===== src/rtl/character_sprite_renderer_pkg.sv =====
// Shared display-ID codes, sprite geometry and colour key for the character sprite path.
package character_sprite_renderer_pkg;

    localparam logic [2:0] IDLE_DIS_1      = 3'd0;
    localparam logic [2:0] IDLE_DIS_2      = 3'd1;
    localparam logic [2:0] RUN_DIS_1       = 3'd2;
    localparam logic [2:0] RUN_DIS_2       = 3'd3;
    localparam logic [2:0] JUMP_DIS        = 3'd4;
    localparam logic [2:0] FALL_DIS        = 3'd5;
    localparam logic [2:0] SAFE_GROUND_DIS = 3'd6;

    localparam int          SPRITE_W          = 32;
    localparam int          SPRITE_H          = 32;
    localparam logic [11:0] TRANSPARENT_COLOR = 12'hF0F;

    // Per-stage pixel tag travelling alongside the ROM lookup.
    typedef struct packed {
        logic vld;
        logic cand;
    } pix_stage_t;

endpackage


===== src/rtl/character_sprite_bbox.sv =====
// Combinational sprite hit test, horizontal mirroring and sprite ROM address generation.
// Latency: 0 cycles (pure combinational).
// Backpressure: none; evaluated every cycle from the current pixel and shadow state.
module character_sprite_bbox #(
    parameter int COORD_WIDTH    = 10,
    parameter int SPRITE_W       = 32,
    parameter int SPRITE_H       = 32,
    parameter int NUM_SPRITES    = 7,
    parameter int ROM_ADDR_WIDTH = $clog2(NUM_SPRITES * SPRITE_W * SPRITE_H)
) (
    input  logic [COORD_WIDTH-1:0]    pix_x,
    input  logic [COORD_WIDTH-1:0]    pix_y,
    input  logic [COORD_WIDTH-1:0]    sx,
    input  logic [COORD_WIDTH-1:0]    sy,
    input  logic [2:0]                id,
    input  logic                      face_left,
    output logic                      hit_cand,
    output logic [ROM_ADDR_WIDTH-1:0] addr
);

    localparam int CW = $clog2(SPRITE_W);
    localparam int RW = $clog2(SPRITE_H);

    logic [COORD_WIDTH:0] x_end;
    logic [COORD_WIDTH:0] y_end;
    logic                 in_box;
    logic                 id_ok;
    logic [CW-1:0]        col_raw;
    logic [CW-1:0]        col;
    logic [RW-1:0]        row;

    always_comb begin
        // One extra bit on the box end so a sprite near the screen edge never wraps to 0.
        x_end   = {1'b0, sx} + (COORD_WIDTH+1)'(SPRITE_W);
        y_end   = {1'b0, sy} + (COORD_WIDTH+1)'(SPRITE_H);
        in_box  = ({1'b0, pix_x} >= {1'b0, sx}) && ({1'b0, pix_x} < x_end) &&
                  ({1'b0, pix_y} >= {1'b0, sy}) && ({1'b0, pix_y} < y_end);
        col_raw = CW'(pix_x - sx);
        col     = face_left ? (CW'(SPRITE_W - 1) - col_raw) : col_raw;
        row     = RW'(pix_y - sy);
        id_ok   = int'(id) < NUM_SPRITES;
        hit_cand = in_box && id_ok;
        addr     = '0;
        if (hit_cand) begin
            addr = ROM_ADDR_WIDTH'(id)  * ROM_ADDR_WIDTH'(SPRITE_W * SPRITE_H)
                 + ROM_ADDR_WIDTH'(row) * ROM_ADDR_WIDTH'(SPRITE_W)
                 + ROM_ADDR_WIDTH'(col);
        end
    end

endmodule


===== src/rtl/character_sprite_renderer.sv =====
// Per-pixel character sprite lookup against an external synchronous ROM, with per-frame shadowing.
// Latency: 3 cycles pix_valid -> out_valid, one pixel per cycle.
// Backpressure: none; the pixel stream is never stalled, gaps propagate as out_valid=0.
module character_sprite_renderer #(
    parameter int                 COORD_WIDTH       = 10,
    parameter int                 SPRITE_W          = character_sprite_renderer_pkg::SPRITE_W,
    parameter int                 SPRITE_H          = character_sprite_renderer_pkg::SPRITE_H,
    parameter int                 NUM_SPRITES       = 7,
    parameter int                 COLOR_WIDTH       = 12,
    parameter logic [COLOR_WIDTH-1:0] TRANSPARENT_COLOR = character_sprite_renderer_pkg::TRANSPARENT_COLOR,
    parameter int                 ROM_ADDR_WIDTH    = $clog2(NUM_SPRITES * SPRITE_W * SPRITE_H)
) (
    input  logic                      sys_clk,
    input  logic                      sys_rst,
    input  logic                      frame_start,
    input  logic [2:0]                char_display_id,
    input  logic                      char_face_left,
    input  logic [COORD_WIDTH-1:0]    char_x,
    input  logic [COORD_WIDTH-1:0]    char_y,
    input  logic                      pix_valid,
    input  logic [COORD_WIDTH-1:0]    pix_x,
    input  logic [COORD_WIDTH-1:0]    pix_y,
    output logic [ROM_ADDR_WIDTH-1:0] rom_addr,
    input  logic [COLOR_WIDTH-1:0]    rom_data,
    output logic                      out_valid,
    output logic                      out_hit,
    output logic [COLOR_WIDTH-1:0]    out_color
);

    import character_sprite_renderer_pkg::*;

    logic [2:0]                sh_id;
    logic                      sh_face_left;
    logic [COORD_WIDTH-1:0]    sh_x;
    logic [COORD_WIDTH-1:0]    sh_y;
    logic                      bb_cand;
    logic [ROM_ADDR_WIDTH-1:0] bb_addr;
    pix_stage_t                s1;
    pix_stage_t                s2;
    logic                      opaque;

    character_sprite_bbox #(
        .COORD_WIDTH    (COORD_WIDTH),
        .SPRITE_W       (SPRITE_W),
        .SPRITE_H       (SPRITE_H),
        .NUM_SPRITES    (NUM_SPRITES),
        .ROM_ADDR_WIDTH (ROM_ADDR_WIDTH)
    ) u_bbox (
        .pix_x     (pix_x),
        .pix_y     (pix_y),
        .sx        (sh_x),
        .sy        (sh_y),
        .id        (sh_id),
        .face_left (sh_face_left),
        .hit_cand  (bb_cand),
        .addr      (bb_addr)
    );

    assign opaque = s2.cand && (rom_data != TRANSPARENT_COLOR);

    // The bbox reads the registered shadow, so a pixel coinciding with frame_start sees the old frame.
    always_ff @(posedge sys_clk) begin
        if (sys_rst) begin
            sh_id        <= IDLE_DIS_1;
            sh_face_left <= 1'b0;
            sh_x         <= '0;
            sh_y         <= '0;
            s1           <= '0;
            s2           <= '0;
            rom_addr     <= '0;
            out_valid    <= 1'b0;
            out_hit      <= 1'b0;
            out_color    <= '0;
        end else begin
            if (frame_start) begin
                sh_id        <= char_display_id;
                sh_face_left <= char_face_left;
                sh_x         <= char_x;
                sh_y         <= char_y;
            end
            s1.vld    <= pix_valid;
            s1.cand   <= pix_valid && bb_cand;
            rom_addr  <= pix_valid ? bb_addr : '0;
            s2        <= s1;
            out_valid <= s2.vld;
            out_hit   <= opaque;
            out_color <= opaque ? rom_data : '0;
        end
    end

endmodule


===== config.mk =====
export PLATFORM = sky130hd
export DESIGN_NAME = character_sprite_renderer
export DESIGN_NICKNAME = d
export VERILOG_FILES = /design/src/rtl/character_sprite_renderer_pkg.sv /design/src/rtl/character_sprite_bbox.sv /design/src/rtl/character_sprite_renderer.sv
export SDC_FILE = /design/constraint.sdc
export NUM_CORES = 1
export LEC_CHECK = 0
export CAP_MARGIN = 40
export CORE_ASPECT_RATIO = 0.75
export CORE_MARGIN = 10
export CORE_UTILIZATION = 42
export CTS_CLUSTER_SIZE = 10
export DETAILED_ROUTE_END_ITERATION = 8
export PLACE_DENSITY = 0.84
export SLEW_MARGIN = 20
export SYNTH_ARGS = -nofsm -noshare
export SYNTH_HDL_FRONTEND = slang
export SYNTH_SLANG_ARGS = --single-unit

===== constraint.sdc =====
create_clock -name sys_clk -period 1.9 [get_ports sys_clk]
set_input_delay 0.19 -clock sys_clk [delete_from_list [all_inputs] [get_ports sys_clk]]
set_output_delay 0.19 -clock sys_clk [all_outputs]
set_load 0.02 [all_outputs]

After elaboration in Yosys (flattened, before gate mapping) --
Index checks and enable logic that the tools add are counted.
Cells by class: bitwise logic cells 3, $add $sub $neg 7, order comparisons 5, reduce and logical (&&, ||, !) cells 8, equality and inequality tests 1, multiplexer cells 1
Operators with widths (number):
- $add A10 B6 Y11 const B | 2
- $lt A10 B11 Y1 | 2
- $ge A10 B10 Y1 | 2
- $add A13 B10 Y13 | 1
- $add A13 B5 Y13 | 1
- $ne A12 B12 Y1 const B | 1
- $sub A5 B5 Y5 | 2
- $logic_and A1 B1 Y1 | 6
- $mux W5 | 1
- $sub A5 B5 Y5 const A | 1
- $lt A3 B3 Y1 const B | 1
- $not A1 Y1 | 3
- $reduce_or A3 Y1 | 1
- $reduce_or A2 Y1 | 1
Storage, ports and cells: logic and storage cells 37, input bits 60, register bits 55, output and inout bits 27

Logic depth before layout (Yosys ltp) --
Gate-level depths: netlist of run 1.
word-level depth 8, mapped depth 9, depth with buffers taken out 8

Modules after synthesis --
From an unflattened synthesis of run 1, not the netlist that was laid out.
Second synthesis, totals: cells, all modules 316, area, all modules 3089.2 um^2
By module, submodules not included:
- character_sprite_renderer | area an instance 1851.8 um^2, times used 1, cells each 158, seq. area each 1101.1 um^2
- character_sprite_bbox | area an instance 1237.4 um^2, times used 1, cells each 158, seq. area each 0.0 um^2

Worst setup path after synthesis of run 1 --
Ideal clock, no wire load.
kind flip-flop to flip-flop, start point register sh_y[5], end point register rom_addr[0], buffers on the path 1, path slack -0.157 ns, library setup time 0.132 ns, data arrival time 1.926 ns, stages on the path, launching flop included 10, period minus slack after synthesis 2.057 ns, required time 1.768 ns, cells stage by stage dfxtp_1 ha_1 inv_1 ha_1 inv_1 a2111oi_2 a211oi_1 o311ai_4 buf_6 nor4_1
On the way: word-level cells in the longest chain between the ends 6, elaborated cells on any way between the ends 8, those cells by class add/sub: 1; order compare: 2; bitwise: 1; reduce/logical: 4
Ends and longest elaborated chain:
- start, declared | line character_sprite_renderer.sv:35 | logic [COORD_WIDTH-1:0] sh_y;
- start signal, assigned | line character_sprite_renderer.sv:79 | sh_y <= char_y;
- $add A10 B6 Y11 or $ge A10 B10 Y1 (tied branches) | line character_sprite_bbox.sv:35, character_sprite_bbox.sv:37
- $lt A10 B11 Y1 or $logic_and A1 B1 Y1 (tied branches) | line character_sprite_bbox.sv:37, character_sprite_bbox.sv:36
- $logic_and A1 B1 Y1 (*) | line character_sprite_bbox.sv:37 | ({1'b0, pix_y} >= {1'b0, sy}) && ({1'b0, pix_y} < y_end);
- $logic_and A1 B1 Y1 (*) | line character_sprite_bbox.sv:42 | hit_cand = in_box && id_ok;
- $not A1 Y1 (no source line) (*)
- $reduce_or A3 Y1 (no source line) (*)
- end signal, assigned | line character_sprite_renderer.sv:83 | rom_addr <= pix_valid ? bb_addr : '0;
- end, declared | line character_sprite_renderer.sv:23 | output logic [ROM_ADDR_WIDTH-1:0] rom_addr,
Mark *: on every way between the ends. The rest lies on a longest branch, timed or not. A chain may end at the register's enable or synchronous reset.

Worst setup path after layout of run 1 --
start point register sh_y[5], end point register rom_addr[9]
Same word-level chain as after synthesis.

==> impl_metrics.yaml, run 1 <==
power_and_ir_drop:
  leakage_nw: 1.80
  p_int_mw: 1.87
  seqPwrFrac_pct: 45.7
  power_mw: 2.66
  switching_share_pct: 29.7
  pwr_density_cell_mw_per_mm2: 597
  p_comb_share_pct: 29.9
  ir_worst_vdd_v: 0.000385
  clkPwrFrac_pct: 24.4
  p_switching_mw: 0.792
floorplan:
  die_y_um: 91.0
  rows: 25
  die-area_mm2: 0.0104
  ios: 87
  core_mm2: 0.00641
  initial_core_util_pct: 44.0
  die_x_um: 115
placed_design:
  gp_congestion: 0.851
  dpl.cell_count: 482
  dp_slack_ns: -0.580
  portBuffers: 86
  dpl.hpwl_um: 6010
  place_area_mm2: 0.00406
timing:
  period_share_pct: 109
  fin_crit_ns: 2.07
  finalMaxSlewViolations: 0
  tightest_slew_ns: 0.476
  setup_violations: 14
  rsz0062_at_grt: "yes"
  clock_skew_ns: 0.00489
  fmax_mhz: 483
  hold_violations: 0
  slew_headroom_pct: 68.2
  fin_ws_ns: -0.170
cts:
  cts_root_buffer: "clkbuf_8"
  insertion_delay_ns: 0.31
  cts_tree: "done"
  cts_sinks: 55
  path_clk_slew_ns: 0.10
  holdBufCountCts: 0
  h-tree-depth: 2
  clk_path_buf_depth: 2
  cts_made_buffers: 5
worst_setup_path:
  worst-setup-path-type: "reg2reg"
  crit_fanout: 14
  required_ns: 2.12
  cp.arrival_ns: 2.29
  cp-end-kind: "flip-flop"
  cp-start-kind: "flip-flop"
  ff2ff_setup_slack_ns: -0.17
global_route:
  met3_usage_pct: 7.56
  grt_pass1_wl_um: 12400
  grtUsageMet1_pct: 16.7
  top_usage_layer: "met2"
  grt_use_met2_pct: 22.7
  grt-ovfl-total: 0
  grt_pass1_vias: 2618
  grt_max_degree: 28
  antenna_found_initial: 0
  grt_use_total_pct: 14.2
finish:
  nFillCells: 477
  area_growth_pct: 58.1
  final_core_util_pct: 69.6
  drive_above_1_share_pct: 23.7
  diodes: 0
  nNetsFinal: 507
  layout.cells.non_filler: 495
  final_area_mm2: 0.00446
min_path:
  min_path_type: "in2reg"
synth:
  synthCells: 288
  synth.cell_area_mm2: 0.00282
  syn_area_per_cell_um2: 9.81
  yosys-top-cells-area: "dfxtp_1 39%, ha_1 14%, mux2i_1 8.5%"
  synth_nets: 382
  ys_types: 45
  yosys.area.top_type: "dfxtp_1"
  synth-seq-area-share_pct: 39.0
  ys_ff_latch: 55
  synth_top_area_share_pct: 39.0
  yosysWarnings: 0
route:
  drtAntennaViolNets: 0
  wire_per_inst_um: 16.9
  detailroute.via_count: 2498
  drc: 0
  dr.pass1.iters: 4
  routed_wl_um: 8370
  drtIter0Drc: 49
  routed_via_density: 5.05
outcome:
  failed_checks: "setup timing"
  status: "finished, violations left"
flow_run:
  drv_cap: 0
-- power by group through the flow --
| stage | registers [mW] | logic [mW] | clock network, mW |
|---|---|---|---|
| 2_1_floorplan | 1.24 | 0.348 | 0 |
| 3_3_place_gp | 1.24 | 0.628 | 0 |
| 3_5_place_dp | 1.24 | 0.648 | 0 |
| 4_1_cts | 1.22 | 0.696 | 0.669 |
| 5_1_grt | 1.22 | 0.858 | 0.716 |
| 6_report | 1.22 | 0.796 | 0.650 |
-- layout by cell type (no fill, tap or decap), types with 7 or more instances in the layout --
cell	count
clkdlybuf4s50_1	86
dfxtp_1	47
buf_4	37
nor2_1	27
inv_1	24
mux2i_1	24
ha_1	24
and2_1	12
xnor2_1	11
nand3_1	7
nand2_1	7
a21oi_1	7
dfxtp_2	7
-- synth_stat cells, drive strengths merged --
| library cell | instances |
|---|---|
| o31a | 1 |
| nand4 | 2 |
| a211oi | 1 |
| nor2b | 6 |
| and2 | 12 |
| o31ai | 1 |
| and4 | 2 |
| a21oi | 12 |
| o22a | 1 |
| nand2b | 3 |
| inv | 25 |
| nor3b | 1 |
| fa | 2 |
| nor4b | 5 |
| nor2 | 27 |
| xor2 | 5 |
| nand3b | 1 |
| dfxtp | 55 |
| a21o | 2 |
| mux2i | 24 |
| a221o | 1 |
| buf | 4 |
| nor3 | 2 |
| ha | 32 |
| nand3 | 7 |
| clkbuf | 7 |
| o21a | 2 |
| o211a | 1 |
| o2bb2ai | 2 |
| o211ai | 1 |
| nor4 | 8 |
| a2111oi | 2 |
| o21ai | 7 |
| o311ai | 1 |
| nand4bb | 1 |
| a41oi | 1 |
| nand4b | 2 |
| xnor2 | 11 |
| nand2 | 7 |
| o21bai | 1 |
-- cell families (layout without fill, tap and decap cells) --
kind of cell    Yosys count  in the layout  synth area share [%]
mux                      24             24                  8.51
xor+xnor                 16             16                  4.96
buf+inv                  36            160                  5.18
flops                    55             55                  39.0
compound gates           37             39                  9.84
fa+ha+maj                34             34                  15.6
simple gates             86             86                  16.9
-- final timing paths --
kind,startpoint,endpoint,cells after the start
worst max-delay path,sh_y[5],rom_addr[9],8
worst min-delay path,pix_valid,s1[1],2
worst max register to register,sh_y[5],rom_addr[9],8
worst min register to register,s1[1],s2[1],1
-- per-stage QoR --
| stage | hold slack [ns] | setup TNS [ns] |
|---|---|---|
| 6_report | 0.458 | -1.72 |
| 5_1_grt | 0.455 | -2.67 |
| 4_1_cts | 0.448 | -0.906 |
| 3_5_place_dp | 0.429 | -7.16 |
| 3_3_place_gp | 0.422 | -5.77 |
| 2_1_floorplan | 0.270 | 0 |
-- critical path, stage by stage, from the launching register on --
cell      delay (ns)
dfxtp_2         0.36
buf_4           0.12
inv_1           0.04
ha_2            0.40
o21bai_1        0.16
a211oi_4        0.33
o311ai_4        0.12
buf_12          0.17
nor4b_2         0.27
-- final cells by class --
cell class	count	area (µm²)	area share, %
inverters	25	93.8	2.10
flip-flops and latches	55	1110	24.9
repair buffers	127	1190	26.8
clock buffers	6	72.6	1.63
clock inverters	2	12.5	0.280
multi-input cells	199	1880	42.0
well taps	81	101	2.27
-- per-layer routing --
metal,wire length [µm],vias to the layer above
met4,76,0
met3,877,10
met1,3530,1154
met2,3880,84
met5,0,-
li1,-,1250
-- repair_timing --
item,in CTS,in global routing
resized for setup,21,30
cloned,0,2
setup buffers,0,3
pin swaps,1,11
endpoints found under the setup margin,14,14
-- sequential cells by signal, summed over array words and instances (netlist names) --
signal,count
rom_addr,13
out_color,12
sh_x,10
sh_y,10
sh_id,3
s1,2
s2,2
out_hit,1
out_valid,1
sh_face_left,1
No activity file was read; power rests on OpenSTA's default activity.
==> inputs of run 2 (changes only) <==
--- a/config.mk
+++ b/config.mk
@@ -9,8 +9,9 @@
 export CORE_ASPECT_RATIO = 0.75
 export CORE_MARGIN = 10
 export CORE_UTILIZATION = 42
-export CTS_CLUSTER_SIZE = 10
+export CTS_CLUSTER_SIZE = 14
 export DETAILED_ROUTE_END_ITERATION = 8
+export HOLD_SLACK_MARGIN = 0.03
 export PLACE_DENSITY = 0.84
 export SLEW_MARGIN = 20
 export SYNTH_ARGS = -nofsm -noshare
==> results of run 2 <==
Same layout as run 1: the final DEF is identical, and so are final timing and power.
==> inputs of run 3 (changes only) <==
--- a/config.mk
+++ b/config.mk
@@ -13,7 +13,6 @@
 export DETAILED_ROUTE_END_ITERATION = 8
 export HOLD_SLACK_MARGIN = 0.03
 export PLACE_DENSITY = 0.84
-export SLEW_MARGIN = 20
 export SYNTH_ARGS = -nofsm -noshare
 export SYNTH_HDL_FRONTEND = slang
 export SYNTH_SLANG_ARGS = --single-unit
==> results of run 3 <==
Same layout as run 1: the final DEF is identical, and so are final timing and power.
